## src/rtl/adder32_pkg.sv

```systemverilog
// Shared sizing constants and the per-stage record for the pipelined 32-bit adder.
// A stage record carries everything a beat needs to finish its addition further down the pipe.
package adder32_pkg;

  localparam int WIDTH  = 32;
  localparam int STAGES = 4;
  localparam int SLICE  = WIDTH / STAGES;

  typedef struct packed {
    logic             vld;
    logic [WIDTH-1:0] psum;
    logic [WIDTH-1:0] a_rem;
    logic [WIDTH-1:0] b_rem;
    logic             carry;      // carry into the next slice; carry out of the MSB in the last stage
    logic             msb_carry;  // carry into bit WIDTH-1, for signed overflow
  } stage_t;

endpackage

```

## src/rtl/add_slice.sv

```systemverilog
// Combinational W-bit ripple chain of full-adder cells; also exposes the carry into its top bit.
// Zero latency, no handshake.
module add_slice
  import adder32_pkg::*;
#(
  parameter int W = SLICE
) (
  input  logic [W-1:0] a,
  input  logic [W-1:0] b,
  input  logic         ci,
  output logic [W-1:0] s,
  output logic         co,
  output logic         c_msb
);

  // Each bit owns its carry nets so the ripple is a chain of distinct signals.
  for (genvar i = 0; i < W; i++) begin : g_bit
    logic cin_bit;
    logic co_bit;

    if (i == 0) begin : g_lsb
      assign cin_bit = ci;
    end else begin : g_up
      assign cin_bit = g_bit[i-1].co_bit;
    end

    full_adder u_fa (
      .a  (a[i]),
      .b  (b[i]),
      .ci (cin_bit),
      .s  (s[i]),
      .co (co_bit)
    );
  end

  assign co    = g_bit[W-1].co_bit;
  assign c_msb = g_bit[W-1].cin_bit;

endmodule

```

## src/rtl/full_adder.sv

```systemverilog
// 1-bit full-adder cell: s = a ^ b ^ ci, co = majority(a, b, ci).
// Purely combinational, no state, no handshake.
module full_adder (
  input  logic a,
  input  logic b,
  input  logic ci,
  output logic s,
  output logic co
);

  assign s  = a ^ b ^ ci;
  assign co = (a & b) | (ci & (a ^ b));

endmodule

```

## src/rtl/pipe_adder32.sv

```systemverilog
// Pipelined 32-bit ripple adder, one SLICE-bit chain per stage; result is 4 registers after acceptance.
// Valid/ready on both sides; in_ready follows out_ready through the advance chain, empty stages refill under a stall.
module pipe_adder32
  import adder32_pkg::*;
#(
  parameter int WIDTH  = adder32_pkg::WIDTH,
  parameter int STAGES = adder32_pkg::STAGES
) (
  input  logic             clk,
  input  logic             rst,
  input  logic             in_valid,
  output logic             in_ready,
  input  logic [WIDTH-1:0] a,
  input  logic [WIDTH-1:0] b,
  input  logic             cin,
  output logic             out_valid,
  input  logic             out_ready,
  output logic [WIDTH-1:0] sum,
  output logic             cout,
  output logic             ovf
);

  localparam int SLICE_W = WIDTH / STAGES;

  if ((WIDTH != adder32_pkg::WIDTH) || (STAGES != adder32_pkg::STAGES) ||
      (WIDTH % STAGES != 0)) begin : g_cfg_err
    $error("pipe_adder32: WIDTH/STAGES must match adder32_pkg and divide evenly");
  end

  logic [STAGES-1:0] vld;
  logic [STAGES-1:0] adv;
  logic [STAGES-1:0] load;

  // Walking back from the output, a stage may move if any later stage is empty or the consumer takes.
  always_comb begin
    logic room;
    room = out_ready;
    adv  = '0;
    load = '0;
    for (int i = STAGES - 1; i >= 0; i--) begin
      adv[i] = vld[i] & room;
      room   = room | ~vld[i];
    end
    in_ready = ~rst & room;
    load[0]  = in_valid & in_ready;
    for (int i = 1; i < STAGES; i++) begin
      load[i] = adv[i-1];
    end
  end

  for (genvar i = 0; i < STAGES; i++) begin : g_stage
    stage_t              stage_q;
    stage_t              stage_d;
    stage_t              src;
    logic [SLICE_W-1:0]  slice_s;
    logic                slice_co;
    logic                slice_cmsb;

    if (i == 0) begin : g_in
      always_comb begin
        src       = '0;
        src.vld   = in_valid;
        src.a_rem = a;
        src.b_rem = b;
        src.carry = cin;
      end
    end else begin : g_mid
      assign src = g_stage[i-1].stage_q;
    end

    add_slice #(
      .W (SLICE_W)
    ) u_slice (
      .a     (src.a_rem[i*SLICE_W +: SLICE_W]),
      .b     (src.b_rem[i*SLICE_W +: SLICE_W]),
      .ci    (src.carry),
      .s     (slice_s),
      .co    (slice_co),
      .c_msb (slice_cmsb)
    );

    always_comb begin
      stage_d = stage_q;
      if (load[i]) begin
        stage_d                             = src;
        stage_d.vld                         = 1'b1;
        stage_d.psum[i*SLICE_W +: SLICE_W]  = slice_s;
        stage_d.carry                       = slice_co;
        if (i == STAGES - 1) begin
          stage_d.msb_carry = slice_cmsb;
        end
      end else if (adv[i]) begin
        stage_d.vld = 1'b0;
      end
    end

    always_ff @(posedge clk) begin
      if (rst) begin
        stage_q <= '0;
      end else begin
        stage_q <= stage_d;
      end
    end

    assign vld[i] = stage_q.vld;
  end

  assign out_valid = g_stage[STAGES-1].stage_q.vld;
  assign sum       = g_stage[STAGES-1].stage_q.psum;
  assign cout      = g_stage[STAGES-1].stage_q.carry;
  assign ovf       = g_stage[STAGES-1].stage_q.msb_carry ^ g_stage[STAGES-1].stage_q.carry;

endmodule
```

## config.mk

```make
export PLATFORM = sky130hd
export DESIGN_NAME = pipe_adder32
export DESIGN_NICKNAME = d
export VERILOG_FILES = /design/src/rtl/adder32_pkg.sv /design/src/rtl/add_slice.sv /design/src/rtl/full_adder.sv /design/src/rtl/pipe_adder32.sv
export SDC_FILE = /design/constraint.sdc
export NUM_CORES = 1
export LEC_CHECK = 0
export ABC_CLOCK_PERIOD_IN_PS = 11300
export CORE_ASPECT_RATIO = 2
export CORE_MARGIN = 5
export CORE_UTILIZATION = 46
export CTS_CLUSTER_DIAMETER = 50
export DETAILED_ROUTE_END_ITERATION = 16
export PLACE_DENSITY = 0.72
export SLEW_MARGIN = 20
export SYNTH_ARGS = -nofsm -noshare
export SYNTH_HDL_FRONTEND = slang
export SYNTH_SLANG_ARGS = --single-unit
```

## constraint.sdc

```tcl
create_clock -name clk -period 11.3 [get_ports clk]
set_clock_uncertainty 0.05 [all_clocks]
set_input_delay 3.39 -clock clk [delete_from_list [all_inputs] [get_ports clk]]
set_output_delay 3.39 -clock clk [all_outputs]
set_load 0.05 [all_outputs]
```

==> results of run 1 <==
-- metal layers --
layer  vias up  wire (microns)  GRT usage
met5         -               0          0
met4         0             453     0.0676
met3        22             730     0.0298
met2       160           10800      0.294
met1      3566            9230      0.232
li1       3652               -          -
-- worst max-delay path: stages --
cell	delay [ps]
sky130_fd_sc_hd__clkdlybuf4s50_1	460
sky130_fd_sc_hd__and4b_4	720
sky130_fd_sc_hd__a21oi_1	170
sky130_fd_sc_hd__clkdlybuf4s50_1	730
-- cells by family after synthesis --
family / after synthesis / synth area share
compound gates: 249 / 0.176
xor+xnor: 1 / 0.000927
fa+ha+maj: 32 / 0.0678
buf+inv: 197 / 0.103
flops: 185 / 0.392
mux: 60 / 0.0636
simple gates: 304 / 0.196
-- how the worst min path moves through the flow --
stage	startpoint	end	depth (start not counted)
2_1_floorplan	g_stage[0].stage_q[66]	g_stage[0].stage_q[66]	2
3_3_place_gp	g_stage[0].stage_q[73]	g_stage[0].stage_q[73]	2
3_5_place_dp	g_stage[0].stage_q[66]	g_stage[0].stage_q[66]	2
4_1_cts	g_stage[0].stage_q[66]	g_stage[0].stage_q[66]	2
5_1_grt	g_stage[2].stage_q[79]	sum[13]	2
6_report	g_stage[1].stage_q[66]	g_stage[2].stage_q[66]	2
-- flip-flops by register name, summed over array words and instances (netlist names) --
register,count
cout,1
sum,32
g_stage.stage_q,151
out_valid,1
-- report_power, final --
group,internal [mW],switching [mW]
sequential,0.684,0.0214
combinational,0.0804,0.0877
clock,0.384,0.260
total,1.15,0.369
-- cell usage in the layout, fill, tap and decap left out, drive strengths merged, types with 54 or more instances in the layout --
master	n
a21oi	70
clkdlybuf4s50	102
dfxtp	185
inv	59
mux2i	60
nand2	56
nand2b	100
nand3	55
o21ai	56
o311ai	54
-- final cells by class --
| type | count | share of cell area |
|---|---|---|
| Antenna cell | 1 | 0.000232 |
| Sequential cell | 185 | 0.343 |
| Clock inverter | 13 | 0.0176 |
| Clock buffer | 18 | 0.0417 |
| Tap cell | 266 | 0.0308 |
| Inverter | 57 | 0.0198 |
| Multi-Input combinational cell | 646 | 0.443 |
| Timing Repair Buffer | 115 | 0.104 |
==> results summary, run 1 <==
sky130_fd_sc_hd__dfxtp_1 takes more of the synthesized area than any other cell. The flow ran to the end, and the final reports show no timing, DRC or antenna violations. In the final layout, the multi-input gates occupy 4780 sq um.

The worst setup path endpoint is in_ready. The total design power came out at 1.52 mW. The number of setup violations in the final report is 0. The number of detailed-route iterations in the first pass is 5. The count of fill cells added during filler insertion came out at 1929.

The timing-limited maximum frequency is 112 MHz. Entering global routing, the biggest net connects 101 pins. The final total negative setup slack is 0 ps. The minimum clock period after layout came out at 8920 ps. The number of warnings reported in the yosys synthesis log came out at 0. The clock latency on the worst-skew pair is 430 ps. In the synthesized netlist the dominant register cell turns out to be sky130_fd_sc_hd__dfxtp_1. The number of hold buffers added after CTS was 0. The synthesized design contains 185 register bits. For this design the static power due to leakage is 3.78 nW. The placed wire-length estimate is 13.7 mm. The beginning of the worst register-to-register path is g_stage[1].stage_q[50]. Of the post-synthesis cell area, the dominant cell type holds 0.392.

Detailed routing inserted a total of 7400 vias. On the final layout, the worst hold slack is 412 ps. The initial antenna violation count is 1. The first routing iteration left 534 violations. The register-to-register path setup slack is 7100 ps. The launch point of the critical path is out_ready.

The share of cells above drive strength 1 came out at 0.0503. The number of core rows came out at 74. The clock transition at the registers of the reported paths came out at 70 ps. The transition time at the pin with the least slew margin came out at 953 ps. The number of cells upsized or downsized after cts is 0. Compared with the post-synthesis result, the final layout area differs by 14.3%. The share of flip-flops with an asynchronous set or reset after synthesis is 0. The share of the clock period used by the worst path is 0.789.

The overall die height is 213 microns. In the synthesized netlist, the cells that appear most often are sky130_fd_sc_hd__dfxtp_1, sky130_fd_sc_hd__nand2b_1, sky130_fd_sc_hd__a21oi_1. The clock passes through at most 2 buffers.

The worst-case headroom to the max-slew limit is 0.364. Including well taps, the total number of placed cells is 1269. The number of global-route vias before repair is 6652. The final number of hold-violating endpoints came to 0. Clock tree synthesis found a total of 185 sinks. In this run the remaining antenna-violating nets after routing total 0.

The H-tree level count came out at 4. Summing all non-filler instances in the final layout gives an area of 10800 sq um. The die footprint is 23700 sq um.

The placed instances occupy a cell area of 10200 sq um. The number of buffers inserted during clock tree synthesis is 17. The die is 111 microns wide. STA classifies the critical path endpoint as an output port.

In this run, distinct cell masters in the synthesized netlist total 36. The sum of routed wire length over all layers is 21.2 mm. The reported max-cap violation count is 0. The total power density per cell area came out at 141 nW/um^2. The worst register-to-register path ends at g_stage[2].stage_q[89]. The total area inside the core boundary comes to 20400 sq um. The synthesized instance count is 1028. The number of enable flip-flop cells after synthesis is 0. The post-synth net total came out at 1129. The final core utilization came out at 0.530. The final net count is 1123.

By area the synthesized netlist is led by sky130_fd_sc_hd__dfxtp_1, sky130_fd_sc_hd__fa_1, sky130_fd_sc_hd__nand2b_1. Buffers added to address setup during post-CTS repair amount to 0. The critical path is of the input port to output port type.

The global-route congestion overflow total came out at 0. The min-delay analysis places its worst path in the category register to register. In the post-synthesis netlist, the cell with the most instances is sky130_fd_sc_hd__dfxtp_1.

For this configuration, the core starts out at a cell density of 0.464. The data required time at the worst endpoint is 7860 ps. The cell area after technology mapping came out at 9450 sq um. The max-slew violation count is 0.

During I/O placement, the number of pins put on the boundary was 105. The overall fraction of global-route tracks in use is 0.177. The share of synthesized area occupied by flip-flops and latches came out at 0.392. The number of non-filler instances in the completed layout is 1301. The average size of a mapped cell is 9.19 sq um. In the final routed layout, each cell accounts on average for 16.3 microns. The number of input and output port buffers inserted came out at 104.

The worst vdd rail ir drop came out at 0.0880 mV. Data arrives at the worst endpoint at 5480 ps. Before CTS, the worst setup slack after placement is 2390 ps. The first-pass GRT wire length is 34.7 mm.

Measured in cells, the most critical reg-to-reg path has a length of 12. The final worst slack is 2380 ps. The footprint of the flip-flops and latches came out at 3710 sq um. STA classifies the critical path startpoint as an input port. The root buffer cell chosen for the clock tree is sky130_fd_sc_hd__clkbuf_16. The final weighted congestion in routability-driven placement is 0.757. Setup repair after global routing left no endpoint under its margin. The count of unresolved DRC violations after routing is 0.

The via count normalized by instance count is 5.69. TritonCTS built the clock tree. In this run the worst path has a maximum fanout of 49.
Power figures use the tool's default switching activity.
==> run 2, diff against run 1 <==
Settings changed: ABC_CLOCK_PERIOD_IN_PS 11300 to 8100, PLACE_DENSITY 0.72 to 0.75.
Clock period 11.3 ns to 8.1 ns, I/O delays scaled along.
==> results summary, run 2 (synthesis results as in run 1) <==
The run finished with clean final reports. The number of setup violations in the final report is 0. The number of global-route vias before repair came out at 7231. Summed over all nets, wire length on met2 after detailed routing comes to 11.1 mm. The core box area is 20400 sq um. The final worst slack came out at 1100 ps. The path class of the tightest hold or removal check is register to register. The data required time at the worst endpoint is 5620 ps. The largest individual stage delay along the critical path comes from the cell sky130_fd_sc_hd__clkdlybuf4s50_1. The number of buffers inserted during clock tree synthesis came out at 17. The wire length the detailed router placed on met1 is 8.84 mm. The type of origin of the critical path is an input port. The share of the clock period used by the worst path is 0.864. The largest fanout on the critical path came out at 49. The multi-input combinational cell area came out at 4780 sq um. The reported max-cap violation count came out at 0. Prior to clock tree synthesis, the placed netlist has a worst setup slack of 1080 ps. The iteration-0 DRC count of the detailed router is 533. The worst vdd rail ir drop came out at 0.165 mV. The antenna diode count came out at 0. The final non-filler cell area is 10800 sq um. The area of placed instances came out at 10100 sq um. Summed over all cells, the static leakage comes to 3.78 nW. The die footprint is 23700 sq um. Leaving out fill and tap cells, the most frequent cells in the layout are sky130_fd_sc_hd__dfxtp_1, sky130_fd_sc_hd__clkdlybuf4s50_1, sky130_fd_sc_hd__nand2b_1, sky130_fd_sc_hd__a21oi_1, sky130_fd_sc_hd__mux2i_1. The width of the die is 111 microns. The post-CTS setup repair buffer count came out at 0. Measured along the y axis, the die boundary spans 213 microns. The floorplan has 74 rows. For this run the aggregate overflow at the end of global routing stands at 0. The clock transition at the registers of the reported paths is 70 ps. Compared with the post-synthesis result, the final layout area differs by 13.8%.

The routed length on met3 is 638 microns. The minimum clock period after layout is 7000 ps. Ranked by flip-flop count, first place goes to g_stage.stage_q. The number of cells upsized or downsized after cts is 0. Buffers placed on the I/O ports in this run total 104. The arrival time at the worst endpoint is 4520 ps.

The detail-routed net length per standard cell came out at 16.2 microns. The max-slew violation count is 0. The worst-case headroom to the max-slew limit is 0.365. For this design, the CTS-stage hold fixing added 0 buffers. In the final layout, the share of cells above drive strength 1 is 0.0493. The final net count came out at 1122. The count of fill cells added during filler insertion is 1906. The sum of routed wire length over all layers came out at 21.1 mm. At the pin with the least slew margin, the transition time is 952 ps. The first-pass GRT wire length came out at 35.6 mm.

STA classifies the critical path endpoint as an output port. The placed wire-length estimate is 13.9 mm. The final number of hold-violating endpoints was 0. Derived from the worst setup path, the maximum achievable clock frequency is 143 MHz. Hold is met by 413 ps.

The count of unresolved DRC violations after routing came out at 0. The TritonCTS clock tree is yes. The footprint of the flip-flops and latches came out at 3710 sq um. The final total negative setup slack came out at 0 ps. The via count normalized by instance count is 5.68. The final weighted congestion in routability-driven placement is 0.741. Setup repair after global routing left no endpoint under its margin. The H-tree level count came out at 4. Clock tree synthesis selected as its root buffer the cell sky130_fd_sc_hd__clkbuf_16.

The most numerous cell on the critical path is sky130_fd_sc_hd__clkdlybuf4s50_1. The clock net sink count is 185. The overall fraction of global-route tracks in use is 0.179. The final core utilization is 0.528.

The pin count of the biggest net entering global routing came out at 110. The initial antenna violation count is 0. The highest layer touched by signal routing is met4. The starting density of the core came out at 0.464. The largest incremental delay on the critical path is 730 ps. The total via count in the routed design came out at 7381. The register with the most flip-flops in the layout has 151 of them.

The critical path goes through clkdlybuf4s50_1, and4b_4, a21oi_1, clkdlybuf4s50_1. Clock latency on the worst-skew pair, taken at its later pin, is 430 ps. The number of detailed-route iterations in the first pass is 5. The buffer levels on the longest clock path came out at 2. The worst setup path is of the input port to output port kind. Pin placement for this block handled 105 I/O pins.

The library cell used most frequently in the layout, excluding fill and tap cells, is sky130_fd_sc_hd__dfxtp_1. Power spread over the standard cell area amounts to 193 nW/um^2. The number of nets with antenna violations after routing is 0.
[run 2: cell count changes in the layout (fill, tap and decap cells not counted)]
cell,previous run,this run
sky130_fd_sc_hd__clkinv_2,1,3
sky130_fd_sc_hd__clkbuf_16,18,17
sky130_fd_sc_hd__diode_2,1,0
sky130_fd_sc_hd__inv_8,0,1
sky130_fd_sc_hd__clkbuf_1,0,1
sky130_fd_sc_hd__bufinv_16,4,3
sky130_fd_sc_hd__clkinv_4,2,3
sky130_fd_sc_hd__clkinvlp_4,4,1
sky130_fd_sc_hd__clkbuf_8,0,1
sky130_fd_sc_hd__buf_4,11,10
[run 2: layer usage]
layer / track usage / vias up
met5: 0 / -
met4: 0.0672 / 0
met3: 0.0252 / 27
met2: 0.323 / 159
met1: 0.214 / 3556
li1: - / 3639
[run 2: power by group]
group	switching (mW)	leakage, nW	internal, mW
combinational	0.121	1.96	0.112
clock	0.365	0.300	0.498
sequential	0.0304	1.51	0.954
[run 2: path summary, 6_finish.rpt]
check,from,to,slack (ps),cells past startpoint
worst max-delay path,out_ready,in_ready,1100,4
worst min-delay path,g_stage[0].stage_q[73],g_stage[0].stage_q[73],410,2
worst max register to register,g_stage[1].stage_q[50],g_stage[2].stage_q[89],3880,12
worst min register to register,g_stage[0].stage_q[73],g_stage[0].stage_q[73],410,2
[run 2: per-stage QoR]
| step | std cells | power [mW] |
|---|---|---|
| floorplan | 1028 | 1.16 |
| CTS | 1300 | 2.09 |
| global route | 1300 | 2.17 |
| finish | 1300 | 2.08 |
| global placement | 1268 | 1.23 |
| detailed placement | 1268 | 1.24 |
[run 2: final cells by class]
class,count,share of cell area
multi-input cells,646,0.444
well taps,266,0.0309
clock buffers,19,0.0412
flip-flops and latches,185,0.345
repair buffers,114,0.103
inverters,57,0.0199
clock inverters,13,0.0156
[run 2: worst max-delay path: cells and delay by family]
kind	cells	cell delay (ps)
compound gates	1	170
buf+inv	2	1200
simple gates	1	710
